<file path="src/rtl/vga_pkg.sv">
// Shared constants and helpers for the VGA raster timing generator.
// Holds default mode timings and the counter-width check used at elaboration.
package vga_pkg;

    // 640x480@60, 25 MHz pixel rate from a 50 MHz system clock
    localparam int VGA640_PIX_DIV    = 2;
    localparam int VGA640_H_ACTIVE   = 640;
    localparam int VGA640_H_FP       = 16;
    localparam int VGA640_H_SYNC     = 96;
    localparam int VGA640_H_BP       = 48;
    localparam int VGA640_V_ACTIVE   = 480;
    localparam int VGA640_V_FP       = 10;
    localparam int VGA640_V_SYNC     = 2;
    localparam int VGA640_V_BP       = 33;
    localparam bit VGA640_H_SYNC_POL = 1'b0;
    localparam bit VGA640_V_SYNC_POL = 1'b0;

    // 800x600@60, 40 MHz pixel rate from an 80 MHz system clock
    localparam int SVGA800_PIX_DIV    = 2;
    localparam int SVGA800_H_ACTIVE   = 800;
    localparam int SVGA800_H_FP       = 40;
    localparam int SVGA800_H_SYNC     = 128;
    localparam int SVGA800_H_BP       = 88;
    localparam int SVGA800_V_ACTIVE   = 600;
    localparam int SVGA800_V_FP       = 1;
    localparam int SVGA800_V_SYNC     = 4;
    localparam int SVGA800_V_BP       = 23;
    localparam bit SVGA800_H_SYNC_POL = 1'b1;
    localparam bit SVGA800_V_SYNC_POL = 1'b1;

    typedef struct packed {
        logic h_sync;
        logic v_sync;
        logic video_on;
    } vga_decode_t;

    function automatic bit fits_width(input int total, input int width);
        if (width >= 31) return 1'b1;
        return total <= (1 << width);
    endfunction

endpackage

</file>
<file path="src/rtl/vga_timing_gen_if.sv">
// Raster timing bus between the timing generator and the pixel/colour generator.
// Carries frame_cnt only when VGA_TIMING_FRAME_CNT_EN is defined.
interface vga_timing_gen_if #(
    parameter int COORD_W = 10
`ifdef VGA_TIMING_FRAME_CNT_EN
    ,
    parameter int FRAME_CNT_W = 8
`endif
);
    logic               en;
    logic               h_sync;
    logic               v_sync;
    logic [COORD_W-1:0] pixel_x;
    logic [COORD_W-1:0] pixel_y;
    logic               video_on;
    logic               pix_stb;
    logic               line_start;
    logic               frame_start;
`ifdef VGA_TIMING_FRAME_CNT_EN
    logic [FRAME_CNT_W-1:0] frame_cnt;

    modport master (
        input  en,
        output h_sync, v_sync, pixel_x, pixel_y, video_on,
               pix_stb, line_start, frame_start, frame_cnt
    );

    modport slave (
        output en,
        input  h_sync, v_sync, pixel_x, pixel_y, video_on,
               pix_stb, line_start, frame_start, frame_cnt
    );
`else
    modport master (
        input  en,
        output h_sync, v_sync, pixel_x, pixel_y, video_on,
               pix_stb, line_start, frame_start
    );

    modport slave (
        output en,
        input  h_sync, v_sync, pixel_x, pixel_y, video_on,
               pix_stb, line_start, frame_start
    );
`endif
endinterface

</file>
<file path="src/rtl/vga_pix_prescaler.sv">
// Integer divider producing the pixel-rate clock enable from the system clock.
// Counting pauses while en is low so the pixel phase is preserved.
module vga_pix_prescaler #(
    parameter int PIX_DIV = 2
) (
    input  logic clk,
    input  logic rst,
    input  logic en,
    output logic ce
);

    if (PIX_DIV == 1) begin : g_pass
        assign ce = en;
    end else begin : g_div
        localparam int CW = $clog2(PIX_DIV);

        logic [CW-1:0] div_cnt_q;
        logic [CW-1:0] div_cnt_d;
        logic          div_last;

        assign div_last = (div_cnt_q == CW'(PIX_DIV - 1));

        always_comb begin
            div_cnt_d = div_cnt_q;
            if (en) begin
                div_cnt_d = div_last ? '0 : div_cnt_q + CW'(1);
            end
        end

        always_ff @(posedge clk or posedge rst) begin
            if (rst) begin
                div_cnt_q <= '0;
            end else begin
                div_cnt_q <= div_cnt_d;
            end
        end

        assign ce = en && div_last;
    end

endmodule

</file>
<file path="src/rtl/vga_timing_gen.sv">
// Parametrised VGA raster timing generator: prescaler, h/v counters, registered decode.
// Optional frame counter enabled by defining VGA_TIMING_FRAME_CNT_EN.
module vga_timing_gen
    import vga_pkg::*;
#(
    parameter int PIX_DIV    = VGA640_PIX_DIV,
    parameter int H_ACTIVE   = VGA640_H_ACTIVE,
    parameter int H_FP       = VGA640_H_FP,
    parameter int H_SYNC     = VGA640_H_SYNC,
    parameter int H_BP       = VGA640_H_BP,
    parameter int V_ACTIVE   = VGA640_V_ACTIVE,
    parameter int V_FP       = VGA640_V_FP,
    parameter int V_SYNC     = VGA640_V_SYNC,
    parameter int V_BP       = VGA640_V_BP,
    parameter bit H_SYNC_POL = VGA640_H_SYNC_POL,
    parameter bit V_SYNC_POL = VGA640_V_SYNC_POL,
    parameter int COORD_W    = 10
`ifdef VGA_TIMING_FRAME_CNT_EN
    ,
    parameter int FRAME_CNT_W = 8
`endif
) (
    input  logic             clk,
    input  logic             rst,
    vga_timing_gen_if.master vga_if
);

    localparam int H_TOTAL      = H_ACTIVE + H_FP + H_SYNC + H_BP;
    localparam int V_TOTAL      = V_ACTIVE + V_FP + V_SYNC + V_BP;
    localparam int H_SYNC_START = H_ACTIVE + H_FP;
    localparam int H_SYNC_END   = H_SYNC_START + H_SYNC;
    localparam int V_SYNC_START = V_ACTIVE + V_FP;
    localparam int V_SYNC_END   = V_SYNC_START + V_SYNC;

    if (PIX_DIV < 1) begin : g_bad_div
        $error("vga_timing_gen: PIX_DIV must be at least 1");
    end
    if (H_ACTIVE < 1 || H_FP < 1 || H_SYNC < 1 || H_BP < 1 ||
        V_ACTIVE < 1 || V_FP < 1 || V_SYNC < 1 || V_BP < 1) begin : g_bad_timing
        $error("vga_timing_gen: every timing parameter must be non-zero");
    end
    if (!fits_width(H_TOTAL, COORD_W) || !fits_width(V_TOTAL, COORD_W)) begin : g_bad_width
        $error("vga_timing_gen: COORD_W too narrow for H_TOTAL/V_TOTAL");
    end

    localparam vga_decode_t DEC_RESET = '{h_sync: ~H_SYNC_POL, v_sync: ~V_SYNC_POL, video_on: 1'b0};

    logic ce;

    vga_pix_prescaler #(
        .PIX_DIV(PIX_DIV)
    ) u_prescaler (
        .clk(clk),
        .rst(rst),
        .en (vga_if.en),
        .ce (ce)
    );

    logic [COORD_W-1:0] h_cnt_q, h_cnt_d;
    logic [COORD_W-1:0] v_cnt_q, v_cnt_d;
    logic [COORD_W-1:0] pixel_x_q, pixel_x_d;
    logic [COORD_W-1:0] pixel_y_q, pixel_y_d;
    vga_decode_t        dec_q, dec_d, dec_now;
    logic               pix_stb_q, pix_stb_d;
    logic               line_start_q, line_start_d;
    logic               frame_start_q, frame_start_d;
    logic               h_last, v_last, at_origin;

    assign h_last    = (h_cnt_q == COORD_W'(H_TOTAL - 1));
    assign v_last    = (v_cnt_q == COORD_W'(V_TOTAL - 1));
    assign at_origin = (h_cnt_q == '0) && (v_cnt_q == '0);

    always_comb begin
        dec_now.video_on = (h_cnt_q < COORD_W'(H_ACTIVE)) && (v_cnt_q < COORD_W'(V_ACTIVE));
        dec_now.h_sync   = ((h_cnt_q >= COORD_W'(H_SYNC_START)) && (h_cnt_q < COORD_W'(H_SYNC_END)))
                           ? H_SYNC_POL : ~H_SYNC_POL;
        dec_now.v_sync   = ((v_cnt_q >= COORD_W'(V_SYNC_START)) && (v_cnt_q < COORD_W'(V_SYNC_END)))
                           ? V_SYNC_POL : ~V_SYNC_POL;
    end

    // Outputs capture the current position before the counters advance past it.
    always_comb begin
        h_cnt_d       = h_cnt_q;
        v_cnt_d       = v_cnt_q;
        pixel_x_d     = pixel_x_q;
        pixel_y_d     = pixel_y_q;
        dec_d         = dec_q;
        pix_stb_d     = 1'b0;
        line_start_d  = 1'b0;
        frame_start_d = 1'b0;
        if (ce) begin
            pixel_x_d     = h_cnt_q;
            pixel_y_d     = v_cnt_q;
            dec_d         = dec_now;
            pix_stb_d     = 1'b1;
            line_start_d  = (h_cnt_q == '0);
            frame_start_d = at_origin;
            h_cnt_d       = h_last ? '0 : h_cnt_q + COORD_W'(1);
            if (h_last) begin
                v_cnt_d = v_last ? '0 : v_cnt_q + COORD_W'(1);
            end
        end
    end

    always_ff @(posedge clk or posedge rst) begin
        if (rst) begin
            h_cnt_q       <= '0;
            v_cnt_q       <= '0;
            pixel_x_q     <= '0;
            pixel_y_q     <= '0;
            dec_q         <= DEC_RESET;
            pix_stb_q     <= 1'b0;
            line_start_q  <= 1'b0;
            frame_start_q <= 1'b0;
        end else begin
            h_cnt_q       <= h_cnt_d;
            v_cnt_q       <= v_cnt_d;
            pixel_x_q     <= pixel_x_d;
            pixel_y_q     <= pixel_y_d;
            dec_q         <= dec_d;
            pix_stb_q     <= pix_stb_d;
            line_start_q  <= line_start_d;
            frame_start_q <= frame_start_d;
        end
    end

    assign vga_if.pixel_x     = pixel_x_q;
    assign vga_if.pixel_y     = pixel_y_q;
    assign vga_if.h_sync      = dec_q.h_sync;
    assign vga_if.v_sync      = dec_q.v_sync;
    assign vga_if.video_on    = dec_q.video_on;
    assign vga_if.pix_stb     = pix_stb_q;
    assign vga_if.line_start  = line_start_q;
    assign vga_if.frame_start = frame_start_q;

`ifdef VGA_TIMING_FRAME_CNT_EN
    // The first frame after reset is still in progress, so it is not counted.
    logic [FRAME_CNT_W-1:0] frame_cnt_q, frame_cnt_d;
    logic                   seen_first_q, seen_first_d;

    always_comb begin
        frame_cnt_d  = frame_cnt_q;
        seen_first_d = seen_first_q;
        if (ce && at_origin) begin
            seen_first_d = 1'b1;
            if (seen_first_q) begin
                frame_cnt_d = frame_cnt_q + FRAME_CNT_W'(1);
            end
        end
    end

    always_ff @(posedge clk or posedge rst) begin
        if (rst) begin
            frame_cnt_q  <= '0;
            seen_first_q <= 1'b0;
        end else begin
            frame_cnt_q  <= frame_cnt_d;
            seen_first_q <= seen_first_d;
        end
    end

    assign vga_if.frame_cnt = frame_cnt_q;
`endif

endmodule

</file>
<file path="src/flat_wrapper.sv">
// flat-port wrapper written by rule: the top's interface ports become plain ports
module vga_timing_gen_flat import vga_pkg::*;
#(
    parameter int PIX_DIV    = VGA640_PIX_DIV,
    parameter int H_ACTIVE   = VGA640_H_ACTIVE,
    parameter int H_FP       = VGA640_H_FP,
    parameter int H_SYNC     = VGA640_H_SYNC,
    parameter int H_BP       = VGA640_H_BP,
    parameter int V_ACTIVE   = VGA640_V_ACTIVE,
    parameter int V_FP       = VGA640_V_FP,
    parameter int V_SYNC     = VGA640_V_SYNC,
    parameter int V_BP       = VGA640_V_BP,
    parameter bit H_SYNC_POL = VGA640_H_SYNC_POL,
    parameter bit V_SYNC_POL = VGA640_V_SYNC_POL,
    parameter int COORD_W    = 10

)
  (clk, rst, vga_if_en, vga_if_h_sync, vga_if_v_sync, vga_if_pixel_x, vga_if_pixel_y, vga_if_video_on, vga_if_pix_stb, vga_if_line_start, vga_if_frame_start);
  vga_timing_gen_if #(.COORD_W(COORD_W)) vga_if_i ();
  input  logic clk;
  input  logic rst;
  input wire logic [$bits(vga_if_i.en)-1:0] vga_if_en;
  output wire logic [$bits(vga_if_i.h_sync)-1:0] vga_if_h_sync;
  output wire logic [$bits(vga_if_i.v_sync)-1:0] vga_if_v_sync;
  output wire logic [$bits(vga_if_i.pixel_x)-1:0] vga_if_pixel_x;
  output wire logic [$bits(vga_if_i.pixel_y)-1:0] vga_if_pixel_y;
  output wire logic [$bits(vga_if_i.video_on)-1:0] vga_if_video_on;
  output wire logic [$bits(vga_if_i.pix_stb)-1:0] vga_if_pix_stb;
  output wire logic [$bits(vga_if_i.line_start)-1:0] vga_if_line_start;
  output wire logic [$bits(vga_if_i.frame_start)-1:0] vga_if_frame_start;
  assign vga_if_i.en = vga_if_en;
  assign vga_if_h_sync = vga_if_i.h_sync;
  assign vga_if_v_sync = vga_if_i.v_sync;
  assign vga_if_pixel_x = vga_if_i.pixel_x;
  assign vga_if_pixel_y = vga_if_i.pixel_y;
  assign vga_if_video_on = vga_if_i.video_on;
  assign vga_if_pix_stb = vga_if_i.pix_stb;
  assign vga_if_line_start = vga_if_i.line_start;
  assign vga_if_frame_start = vga_if_i.frame_start;
  vga_timing_gen #(.PIX_DIV(PIX_DIV), .H_ACTIVE(H_ACTIVE), .H_FP(H_FP), .H_SYNC(H_SYNC), .H_BP(H_BP), .V_ACTIVE(V_ACTIVE), .V_FP(V_FP), .V_SYNC(V_SYNC), .V_BP(V_BP), .H_SYNC_POL(H_SYNC_POL), .V_SYNC_POL(V_SYNC_POL), .COORD_W(COORD_W)) u_core (.clk(clk), .rst(rst), .vga_if(vga_if_i));
endmodule
</file>
<file path="config.mk">
export PLATFORM = sky130hd
export DESIGN_NAME = vga_timing_gen_flat
export DESIGN_NICKNAME = d
export VERILOG_FILES = /design/src/rtl/vga_pkg.sv /design/src/rtl/vga_timing_gen_if.sv /design/src/rtl/vga_pix_prescaler.sv /design/src/rtl/vga_timing_gen.sv /design/src/flat_wrapper.sv
export SDC_FILE = /design/constraint.sdc
export NUM_CORES = 1
export LEC_CHECK = 0
export CORE_UTILIZATION = 51
export CTS_BUF_LIST = sky130_fd_sc_hd__clkbuf_4 sky130_fd_sc_hd__clkbuf_8
export DETAILED_ROUTE_END_ITERATION = 10
export HOLD_SLACK_MARGIN = 0.12
export PLACE_DENSITY = 0.78
export SLEW_MARGIN = 20
export SYNTH_ARGS = -nofsm -noshare
export SYNTH_HDL_FRONTEND = slang
export SYNTH_SLANG_ARGS = --single-unit
</file>
<file path="constraint.sdc">
create_clock -name clk -period 1.6 [get_ports clk]
set_input_delay 0.32 -clock clk [delete_from_list [all_inputs] [get_ports clk]]
set_output_delay 0.32 -clock clk [all_outputs]
set_load 0.1 [all_outputs]
</file>
After elaboration in Yosys (flattened, before gate mapping):

Cells that the tools add are included.

* flip-flop bits (word level): 47
* bits in latches: 0
* memory bits (writable): 0
* bits in read-only memories: 0
* output and inout port bits: 26
* memories kept: 0

* add/sub/neg operators: 3
* $mul: 0
* div/mod/pow operators: 0
* order comparisons: 6
* eq/ne operators: 2
* shifts and indexed selects: 0
* multiplexer cells: 8
* bitwise gates (word level): 0
* reduce and logical (&&, ||, !) cells: 8

Operators with widths (count)
* $add 10x1->10 const B: 2
* $eq 10x10->1 const B: 2
* $logic_not 10->1: 2
* $lt 10x10->1 const B: 2
* $lt 10x9->1 const B: 2
* $mux 10: 2
* $ge 10x10->1 const B: 1
* $ge 10x9->1 const B: 1
* $mux 1: 6
* $logic_and 1x1->1: 5
* $reduce_and 2->1: 1
* $add 1x1->1 const B: 1

Longest topological paths before layout:

Gate-level depths: netlist (run 1).

* depth in word-level cells: 3
* gate-level depth with buffers: 7

Modules after synthesis:

A second synthesis (run 1) with hierarchy kept.

* cell total of the unflattened synthesis: 186
* area total of the unflattened synthesis: 2115.8 sq um

By module, submodules not included
* vga_timing_gen: times used 1, cells an instance 182, area an instance 2070.7 sq um, seq. area each 1153.6 sq um
* vga_pix_prescaler: times used 1, cells an instance 4, area an instance 45.0 sq um, seq. area each 25.0 sq um

Worst setup path after synthesis (run 1):

No wires, ideal clock.

* kind: reg2reg
* from: register u_core.h_cnt_q[0]
* to: register u_core.h_cnt_q[0]
* library setup time: 0.064 ns
* arrival time: 1.502 ns
* setup slack: 0.034 ns
* cell stages (with the launch flop): 7
* cell sequence: dfrtp_1 ha_1 and4b_2 and2_2 buf_2 a211oi_1 a21o_1

* longest elaborated chain between the ends: 2
* elaborated cells between the ends (all ways): 3

Ends and longest elaborated chain
* from (decl): RTL line vga_timing_gen.sv:59 `logic [COORD_W-1:0] h_cnt_q, h_cnt_d;`
* from (signal assigned): RTL line vga_timing_gen.sv:116 `h_cnt_q <= h_cnt_d;`
* $add 10x1->10 or $eq 10x10->1 (tied branches): RTL line vga_timing_gen.sv:98, vga_timing_gen.sv:69
* $mux 10 *: RTL line vga_timing_gen.sv:98 `h_cnt_d = h_last ? '0 : h_cnt_q + COORD_W'(1);`

Every way passes the cells marked *; elsewhere a longest branch is shown, timed or not.
A chain may end at the register's enable or synchronous reset.

Worst setup path in the final report (run 1):

* from: register u_core.h_cnt_q[0]
* to: register u_core.v_cnt_q[4]

* longest elaborated chain between the ends: 2

Ends and longest elaborated chain
* $eq 10x10->1: RTL line vga_timing_gen.sv:69 `assign h_last = (h_cnt_q == COORD_W'(H_TOTAL - 1));`
* $reduce_and 2->1 (no source line)
* to (signal assigned): RTL line vga_timing_gen.sv:117 `v_cnt_q <= v_cnt_d;`
* to (decl): RTL line vga_timing_gen.sv:60 `logic [COORD_W-1:0] v_cnt_q, v_cnt_d;`

Every way passes these cells.

==> results of run 1 <==
sequential cells by signal (all words and copies together) (netlist names):
| name | count |
|---|---|
| u_core.h_cnt_q | 10 |
| u_core.u_prescaler.g_div.div_cnt_q | 1 |
| u_core.v_cnt_q | 10 |
| u_core.vga_if.frame_start | 1 |
| u_core.vga_if.h_sync | 1 |
| u_core.vga_if.line_start | 1 |
| u_core.vga_if.pix_stb | 1 |
| u_core.vga_if.pixel_x | 10 |
| u_core.vga_if.pixel_y | 10 |
| u_core.vga_if.v_sync | 1 |
| u_core.vga_if.video_on | 1 |
worst register-to-register path, cell delays in order, from the launching register on:
cell	delay [ns]
sky130_fd_sc_hd__dfrtp_1	0.42
sky130_fd_sc_hd__ha_2	0.22
sky130_fd_sc_hd__and4b_2	0.28
sky130_fd_sc_hd__nand3_4	0.09
sky130_fd_sc_hd__or4b_1	0.50
sky130_fd_sc_hd__nand2_1	0.07
cells in the final DEF (no fill, tap or decap), types with 2 or more instances in the layout:
master	Yosys	routed
sky130_fd_sc_hd__nor3_1	4	4
sky130_fd_sc_hd__nand4_1	7	7
sky130_fd_sc_hd__nand2_1	64	64
sky130_fd_sc_hd__nand3_1	12	12
sky130_fd_sc_hd__dfrtp_1	45	45
sky130_fd_sc_hd__dfstp_2	2	2
sky130_fd_sc_hd__nor2_1	3	3
sky130_fd_sc_hd__buf_4	2	37
sky130_fd_sc_hd__a31oi_1	2	2
sky130_fd_sc_hd__and3_2	3	3
sky130_fd_sc_hd__nor4_1	3	2
sky130_fd_sc_hd__xnor2_1	8	8
sky130_fd_sc_hd__inv_1	6	5
sky130_fd_sc_hd__ha_1	4	3
sky130_fd_sc_hd__o21ai_0	12	12
sky130_fd_sc_hd__buf_12	0	27
sky130_fd_sc_hd__clkbuf_8	2	7
sky130_fd_sc_hd__xor2_1	2	2
sky130_fd_sc_hd__clkdlybuf4s50_1	0	2
sky130_fd_sc_hd__and3_1	5	5
sky130_fd_sc_hd__and4_1	2	2
sky130_fd_sc_hd__a21o_1	4	4
layout make-up:
cell class	count	area (um^2)	area share, %
clock buffers	7	96.34	3.120
clock inverters	1	7.507	0.2431
inverters	6	22.52	0.7293
multi-input cells	153	882.1	28.57
flip-flops and latches	47	1179	38.17
well taps	50	62.56	2.026
repair buffers	66	838.3	27.15
how the worst min path moves through the flow:
stage	to	slack, ns	depth (start not counted)
after detailed placement	u_core.u_prescaler.g_div.div_cnt_q$_DFFE_PP0P_	0.48	1
after global placement	u_core.u_prescaler.g_div.div_cnt_q$_DFFE_PP0P_	0.47	1
after global routing	u_core.v_cnt_q[2]$_DFFE_PP0P_	0.38	3
after floorplan	u_core.u_prescaler.g_div.div_cnt_q$_DFFE_PP0P_	0.41	1
after CTS	u_core.vga_if.pixel_y[2]$_DFFE_PP0P_	0.38	3
final	u_core.v_cnt_q[0]$_DFFE_PP0P_	0.36	3
layer usage:
metal | vias up | share of wire [%] | track usage [%]
met4 | 0 | 2.3 | 10.37
met2 | 66 | 48 | 36.75
met1 | 842 | 45 | 33.44
met3 | 11 | 5.2 | 5.651
met5 | - | 0 | 0
li1 | 864 | - | -
through the flow:
step,hold WS [ns],std cells
after CTS,0.3776,328
after floorplan,0.4071,219
after detailed placement,0.4839,319
after global routing,0.3809,330
final,0.3649,330
after global placement,0.4700,319
timing repair:
item,in CTS,in global routing
pin swaps,3,0
hold endpoints to repair,0,0
setup endpoints to repair,3,8
buffers inserted,1,2
resized for setup,2,2
gates cloned,0,0
hold buffers,0,0
cells by family after synthesis:
kind of cell | after synthesis | share of synthesized area, %
and+or+nand+nor | 115 | 26.74
DFF | 47 | 54.64
AOI/OAI and AO/OA | 24 | 6.845
buffers and inverters | 19 | 5.394
xor gates and xnor gates | 10 | 4.061
adders and majority gates | 4 | 2.320
where the power goes:
part           internal [mW]  switching, mW  total (mW)  leakage, nW
logic                  0.851           1.36        2.21        0.858
clock network          0.393          0.376       0.769       0.0505
registers               1.39          0.192        1.58        0.616
cell usage after synthesis, types with 2 or more instances:
cell type                   n  area share [%]
sky130_fd_sc_hd__o21ai_0   12             2.8
sky130_fd_sc_hd__nand2_1   64              11
sky130_fd_sc_hd__clkbuf_1   5            0.87
sky130_fd_sc_hd__ha_1       4             2.3
sky130_fd_sc_hd__nor3_1     4            0.93
sky130_fd_sc_hd__a31oi_1    2            0.58
sky130_fd_sc_hd__nor4b_1    2            0.81
sky130_fd_sc_hd__dfrtp_1   45              52
sky130_fd_sc_hd__and3_2     3             1.0
sky130_fd_sc_hd__buf_6      2             1.0
sky130_fd_sc_hd__inv_1      6             1.0
sky130_fd_sc_hd__and4_1     2            0.81
sky130_fd_sc_hd__a21o_1     4             1.4
sky130_fd_sc_hd__nor4_1     3            0.87
sky130_fd_sc_hd__xor2_1     2            0.81
sky130_fd_sc_hd__nor2_1     3            0.52
sky130_fd_sc_hd__clkbuf_8   2             1.3
sky130_fd_sc_hd__nand3_1   12             2.8
sky130_fd_sc_hd__buf_2      2            0.46
sky130_fd_sc_hd__xnor2_1    8             3.2
sky130_fd_sc_hd__and3_1     5             1.5
sky130_fd_sc_hd__buf_4      2            0.70
sky130_fd_sc_hd__nand4_1    7             2.0
sky130_fd_sc_hd__dfstp_2    2             2.4
==> results by stage, run 1 <==
Drt:
- The routed layout has 1783 vias.
- The number of design rule violations left after detail routing is 0.
- The residual antenna-violating net count after detailed routing is 0.
- The number of DRC markers after the initial detailed-route iteration is 123.
- The total routed wirelength is 4.782 mm.
- The first detailed-routing pass took 4 iterations.
- After detailed routing, the average wire length per cell comes to 14.49 um.
- In the routed layout, each cell is associated on average with a via count of 5.403.

Finish:
- The final design utilization is 76.65%.
- After the last flow step, the layout net total stands at 286.
- 0 antenna diodes ended up in the layout.
- The post-route netlist has 31.43% of its cells at a drive strength greater than 1.
- Compared with the post-synthesis result, the final layout area differs by 43.16%.
- Counting the fill cells in the layout gives 258.
- With fillers left out, the area of the finished cells amounts to 3088 um^2.

Worst setup path:
- The destination of the critical timing path is u_core.v_cnt_q[4]$_DFFE_PP0P_.
- Counting cells, the worst reg-to-reg path comes to 5.
- The critical path data arrival time is 1.86 ns.
- The end of the worst register-to-register path is u_core.v_cnt_q[4]$_DFFE_PP0P_.
- The launch point of the worst reg-to-reg path is u_core.h_cnt_q[0]$_DFFE_PP0P_.
- For this run, the slowest stage of the critical path takes 0.50 ns.
- The master of the slowest instance on the critical path is sky130_fd_sc_hd__or4b_1.
- The worst-case register-to-register setup slack is -0.02 ns.
- Walking the worst path, the cells encountered are ha_2 > and4b_2 > nand3_4 > or4b_1 > nand2_1.
- The number of stages on the worst setup path is 5.
- The worst setup path is captured at a flop.
- STA puts the critical path data required time at 1.84 ns.
- The worst setup path is launched from a flop.
- The first element of the critical path is u_core.h_cnt_q[0]$_DFFE_PP0P_.
- The kind of critical path is flop to flop.
- Of all nets on the critical path, the largest fanout is 4.
- The family with the most delay on the worst path is simple AND/OR/NAND/NOR gates.
- The number of buffers and inverters on the critical path is 0.

Power and ir drop:
- The final total power is 4.562 mW.
- The power density over cell area is 1477 nW/um^2.
- The worst-case IR drop observed on VDD is 1586 uV.
- The static leakage is 1.524 nW.

Clock tree:
- TritonCTS built the clock tree.
- The maximum number of buffers from clock root to sink is 2.
- The number of H-tree levels is 2.
- Clock tree synthesis inserted a total of 5 buffers.
- The master cell of the clock root buffer is sky130_fd_sc_hd__clkbuf_8.
- After clock tree synthesis, the clock-pin slew on the worst setup and hold paths is 0.08 ns.
- Clock tree synthesis found a total of 47 sinks.
- At the later pin of the worst-skew pair, clock insertion delay measures 0.30 ns.

STA:
- The minimum setup slack in the final design is -0.02186 ns.
- Counting I/O delays and the setup requirement, the final critical path takes 1.622 ns.
- Timing would allow up to 0.6166 GHz.
- Setup violations remaining at the end of the flow were counted as 1.
- The max-slew violation total from the final report is 0.
- At the pin with the least slew margin, the transition time is 0.4114 ns.
- Clock skew on the completed layout was measured at 0.003396 ns.
- After layout, the worst path uses 101.4% of the clock period.
- In this run the tightest slew margin relative to its limit is 72.32%.
- Adding up every negative setup slack in the final design gives -0.02186 ns.
- The hold violation count in the final report is 0.
- Setup repair after global routing could not meet its margin everywhere.

Logic synthesis:
- The total number of yosys warnings is 0.
- The sequential fraction of the synthesis area is 54.64%.
- The number of cells produced by synthesis is 219.
- The post-synthesis async set-or-reset flop share is 100.0%.
- In this run, synthesis produced a sequential element count of 47.
- The synthesized area divided by synthesized cell count is 9.850 um^2.
- The commonest register cell after synthesis is sky130_fd_sc_hd__dfrtp_1.
- The mapped netlist covers 2157 um^2.
- The unique cell type count in the Yosys netlist is 40.
- The number of nets in the synthesized netlist is 226.
- The number of flops mapped to enable cells by yosys is 0.

Die:
- The initial core utilization is 53.54%.
- The die covers 4494 um^2.
- The top-level port count is 29.
- The core footprint is 4029 um^2.
- The x dimension of the die is 67.04 um.
- The overall die height is 67.04 um.
- The initialized floorplan defines 23 standard-cell rows.

Placement:
- Detailed placement ended at an HPWL of 3.303 mm.
- Port buffering added 28 buffers.
- The placed instances occupy a cell area of 2942 um^2.
- Timing analysis after detailed placement gives a worst setup slack of -0.2286 ns.
- At the end of routability-driven placement, the weighted congestion stood at 0.9213.

GRT:
- The total congestion overflow after global routing is 0.
- The initial antenna violation count is 0.
- The number of global-route vias before repair was 1750.
- The first-pass GRT wire length is 8.031 mm.
- Global routing used 24.42% of the available tracks across all layers.
- The pin count of the biggest net entering global routing is 48.

Run status:
- The flow ran to the end, but the final reports show violations.
- The final reports fail on negative setup slack.

Hold path:
- The classification of the worst-slack hold path is input pin to asynchronous set/reset pin.

Flow run:
- The tool flagged a number of max-cap violations equal to 0.
No activity file was read; power rests on OpenSTA's default activity.
==> inputs of run 2 (changes only) <==
CORE_UTILIZATION = 60   (was 51)
PLACE_DENSITY = 0.86   (was 0.78)
clock period = 2.1 ns   (was 1.6 ns; I/O delays follow)
==> run 2 against run 1 <==
  * The run now ends clean
  * Count of clock-buffer cells in the layout shrank 1
  * Sequential power is 24% lower
  * First-iteration DRC count down 41%
  * Clock skew up 0.0019 ns
  * Largest cell class unchanged
  * Highest routed layer unchanged
==> results by stage, run 2 (synthesized netlist as in run 1, its figures left out) <==
GRT:
- The initial antenna violation count is 0 (unchanged).
- The number of global-route vias before repair was 1447 (-17%).
- The pin count of the biggest net entering global routing came to 48 (unchanged).
- The first-pass GRT wire length is 6.934 mm (-14%).
- The total global-route track usage is 25.79% (+1.4 points).
- The total congestion overflow after global routing was 0 (unchanged).

STA:
- The hold violation count in the final report was 0 (unchanged).
- The worst slew margin relative to its limit is 73.68% (+1.4 points).
- The maximum clock skew at final layout came to 0.005316 ns (+0.001920 ns).
- The sum of negative setup slack is 0 ns (+0.02186 ns).
- The max-slew violation total from the final report is 0 (unchanged).
- The maximum clock frequency is 0.5562 GHz (-9.8%).
- Setup repair after global routing left no endpoint under its margin.
- The setup violation total in the final timing report is 0 (-1).
- The final period demand of the worst path was 1.798 ns (+0.1760 ns).
- The slew at the pin closest to its max-slew limit came to 0.3917 ns (-0.01970 ns).
- The part of the cycle the worst path needs is 85.61% (-16 points).
- The minimum setup slack in the final design was 0.3021 ns (+0.3240 ns).

Placement:
- The routability congestion estimate is 0.8663 (-6.0%).
- The count of port buffers added during placement came to 28 (unchanged).
- The cell area after placement came to 2419 um^2 (-18%).
- The worst setup timing slack at the placement stage is 0.1029 ns (+0.3315 ns).
- The placed wire-length estimate is 2.914 mm (-12%).

Finish:
- The filler cell count is 275 (+6.6%).
- The final antenna diode count was 0 (unchanged).
- In the layout the commonest cells are 64 x sky130_fd_sc_hd__nand2_1, 45 x sky130_fd_sc_hd__dfrtp_1, 29 x sky130_fd_sc_hd__buf_4.
- Leaving out fill and tap cells, the most frequent cell in the layout is sky130_fd_sc_hd__nand2_1.
- The final layout net count is 254 (-11%).
- The relative area change from synthesis to final layout is 14.73%.
- The share of cells above drive strength 1 was 20.65% (-11 points).
- The final non-filler cell area is 2475 um^2 (-20%).

Die:
- The core footprint is 3390 um^2 (-16%).
- The overall die height is 61.96 um (-7.6%).
- The top-level port count is 29 (unchanged).
- The area enclosed by the die boundary is 3839 um^2 (-15%).
- The initial core utilization is 63.64% (+10 points).
- The floorplan row count is 21 (-8.7%).
- The x dimension of the die is 61.96 um (-7.6%).

Power and ir drop:
- The final total power is 2.855 mW (-37%).
- The static leakage came to 1.266 nW (-17%).
- The power density over cell area was 1154 nW/um^2 (-22%).
- The peak supply drop is 1364 uV (-14%).

Clock tree:
- The number of buffers added to fix hold violations after cts is 0 (unchanged).
- Clock tree synthesis selected as its root buffer the cell sky130_fd_sc_hd__clkbuf_4.
- The count of instances resized after the clock tree is built is 0 (-2).
- The number of H-tree levels is 2 (unchanged).
- The CTS tree is done.
- The number of post-CTS setup repair buffers came to 0 (-1).
- The maximum number of buffers from clock root to sink is 2 (unchanged).
- The number of buffers added by the clock tree synthesis step is 5 (unchanged).
- The clock-pin slew on the worst setup and hold paths is 0.12 ns (+0.04 ns).
- The clock latency reported for the late side of the worst-skew pair was 0.36 ns (+0.06 ns).
- The number of clock sinks seen by CTS is 47 (unchanged).

Drt:
- The number of DRC markers after the initial detailed-route iteration is 72 (-41%).
- The number of vias per cell after detailed routing is 5.659 (+4.7%).
- The detailed-router iteration count before antenna repair is 4 (unchanged).
- The overall via count from detail_route is 1658 (-7.0%).
- The wire length per cell is 14.56 um (+0.45%).
- The residual antenna-violating net count after detailed routing came to 0 (unchanged).
- The total routed wirelength came to 4.265 mm (-11%).
- The number of design rule violations left after detail routing is 0 (unchanged).

Worst setup path:
- The critical path data arrival time is 2.10 ns (+0.24 ns).
- The data required time of the critical path was 2.40 ns (+0.56 ns).
- The maximum fanout encountered on the critical timing path is 7 (+3).
- The worst setup path is launched from a flop.
- The kind of critical path is flop to flop.
- The worst setup path is captured at a flop.

Hold path:
- The min-delay analysis places its worst path in the category input pin to asynchronous set/reset pin.

Run status:
- The run finished with clean final reports.

Flow run:
- The max-capacitance violation count is 0 (unchanged).
[run 2: cell count changes in the layout (fill, tap and decap cells not counted), moves of 5 or more]
cell | previous run | this run
sky130_fd_sc_hd__buf_12 | 27 | 3
sky130_fd_sc_hd__buf_4 | 37 | 29
sky130_fd_sc_hd__clkbuf_4 | 0 | 5
sky130_fd_sc_hd__clkbuf_8 | 7 | 1
[run 2: worst paths after layout]
check                                                      from                                    to  slack (ns)  depth (start not counted)
max                               u_core.v_cnt_q[0]$_DFFE_PP0P_         u_core.v_cnt_q[4]$_DFFE_PP0P_        0.30                          6
min                                                         rst         u_core.v_cnt_q[2]$_DFFE_PP0P_        0.40                          3
max reg2reg                       u_core.v_cnt_q[0]$_DFFE_PP0P_         u_core.v_cnt_q[4]$_DFFE_PP0P_        0.30                          6
min reg2reg                u_core.vga_if.pixel_x[6]$_DFFE_PP0P_  u_core.vga_if.pixel_x[6]$_DFFE_PP0P_        0.49                          2
max in group asynchronous                                   rst      u_core.vga_if.h_sync$_DFFE_PP1P_        1.43                          3
min in group clk           u_core.vga_if.pixel_x[6]$_DFFE_PP0P_  u_core.vga_if.pixel_x[6]$_DFFE_PP0P_        0.49                          2
[run 2: metal layers]
metal  GRT usage, %  routed length (um)  up-vias
li1               -                   -      799
met1          34.91                1941      793
met2          39.36                2031       62
met3          6.418                 248        4
met4          11.43                  44        0
met5              0                   0        -
[run 2: worst max-delay path: stages, from the launching register on]
cell,delay [ns]
sky130_fd_sc_hd__dfrtp_1,0.48
sky130_fd_sc_hd__inv_1,0.11
sky130_fd_sc_hd__ha_1,0.20
sky130_fd_sc_hd__and2b_2,0.19
sky130_fd_sc_hd__nand3_1,0.22
sky130_fd_sc_hd__or4b_1,0.47
sky130_fd_sc_hd__nand2_1,0.07
[run 2: power by group]
| group | internal, mW | total (mW) | switching [mW] |
|---|---|---|---|
| clock | 0.156 | 0.426 | 0.271 |
| sequential | 1.06 | 1.20 | 0.146 |
| combinational | 0.286 | 1.23 | 0.941 |
[run 2: metrics by stage]
step | utilization (%) | cells | hold slack, ns
3_5_place_dp | 71.35 | 286 | 0.4642
6_report | 73.02 | 293 | 0.3990
3_3_place_gp | 71.35 | 286 | 0.4624
4_1_cts | 73.02 | 293 | 0.3941
5_1_grt | 73.02 | 293 | 0.4316
2_1_floorplan | - | 219 | 0.4548
[run 2: layout make-up]
| type | count | area [um^2] | area share, % |
|---|---|---|---|
| flip-flops and latches | 47 | 1179 | 47.62 |
| clock inverters | 1 | 5.005 | 0.2022 |
| multi-input cells | 153 | 862.1 | 34.83 |
| inverters | 6 | 22.52 | 0.9100 |
| clock buffers | 6 | 51.30 | 2.073 |
| well taps | 46 | 57.56 | 2.326 |
| repair buffers | 34 | 297.8 | 12.03 |
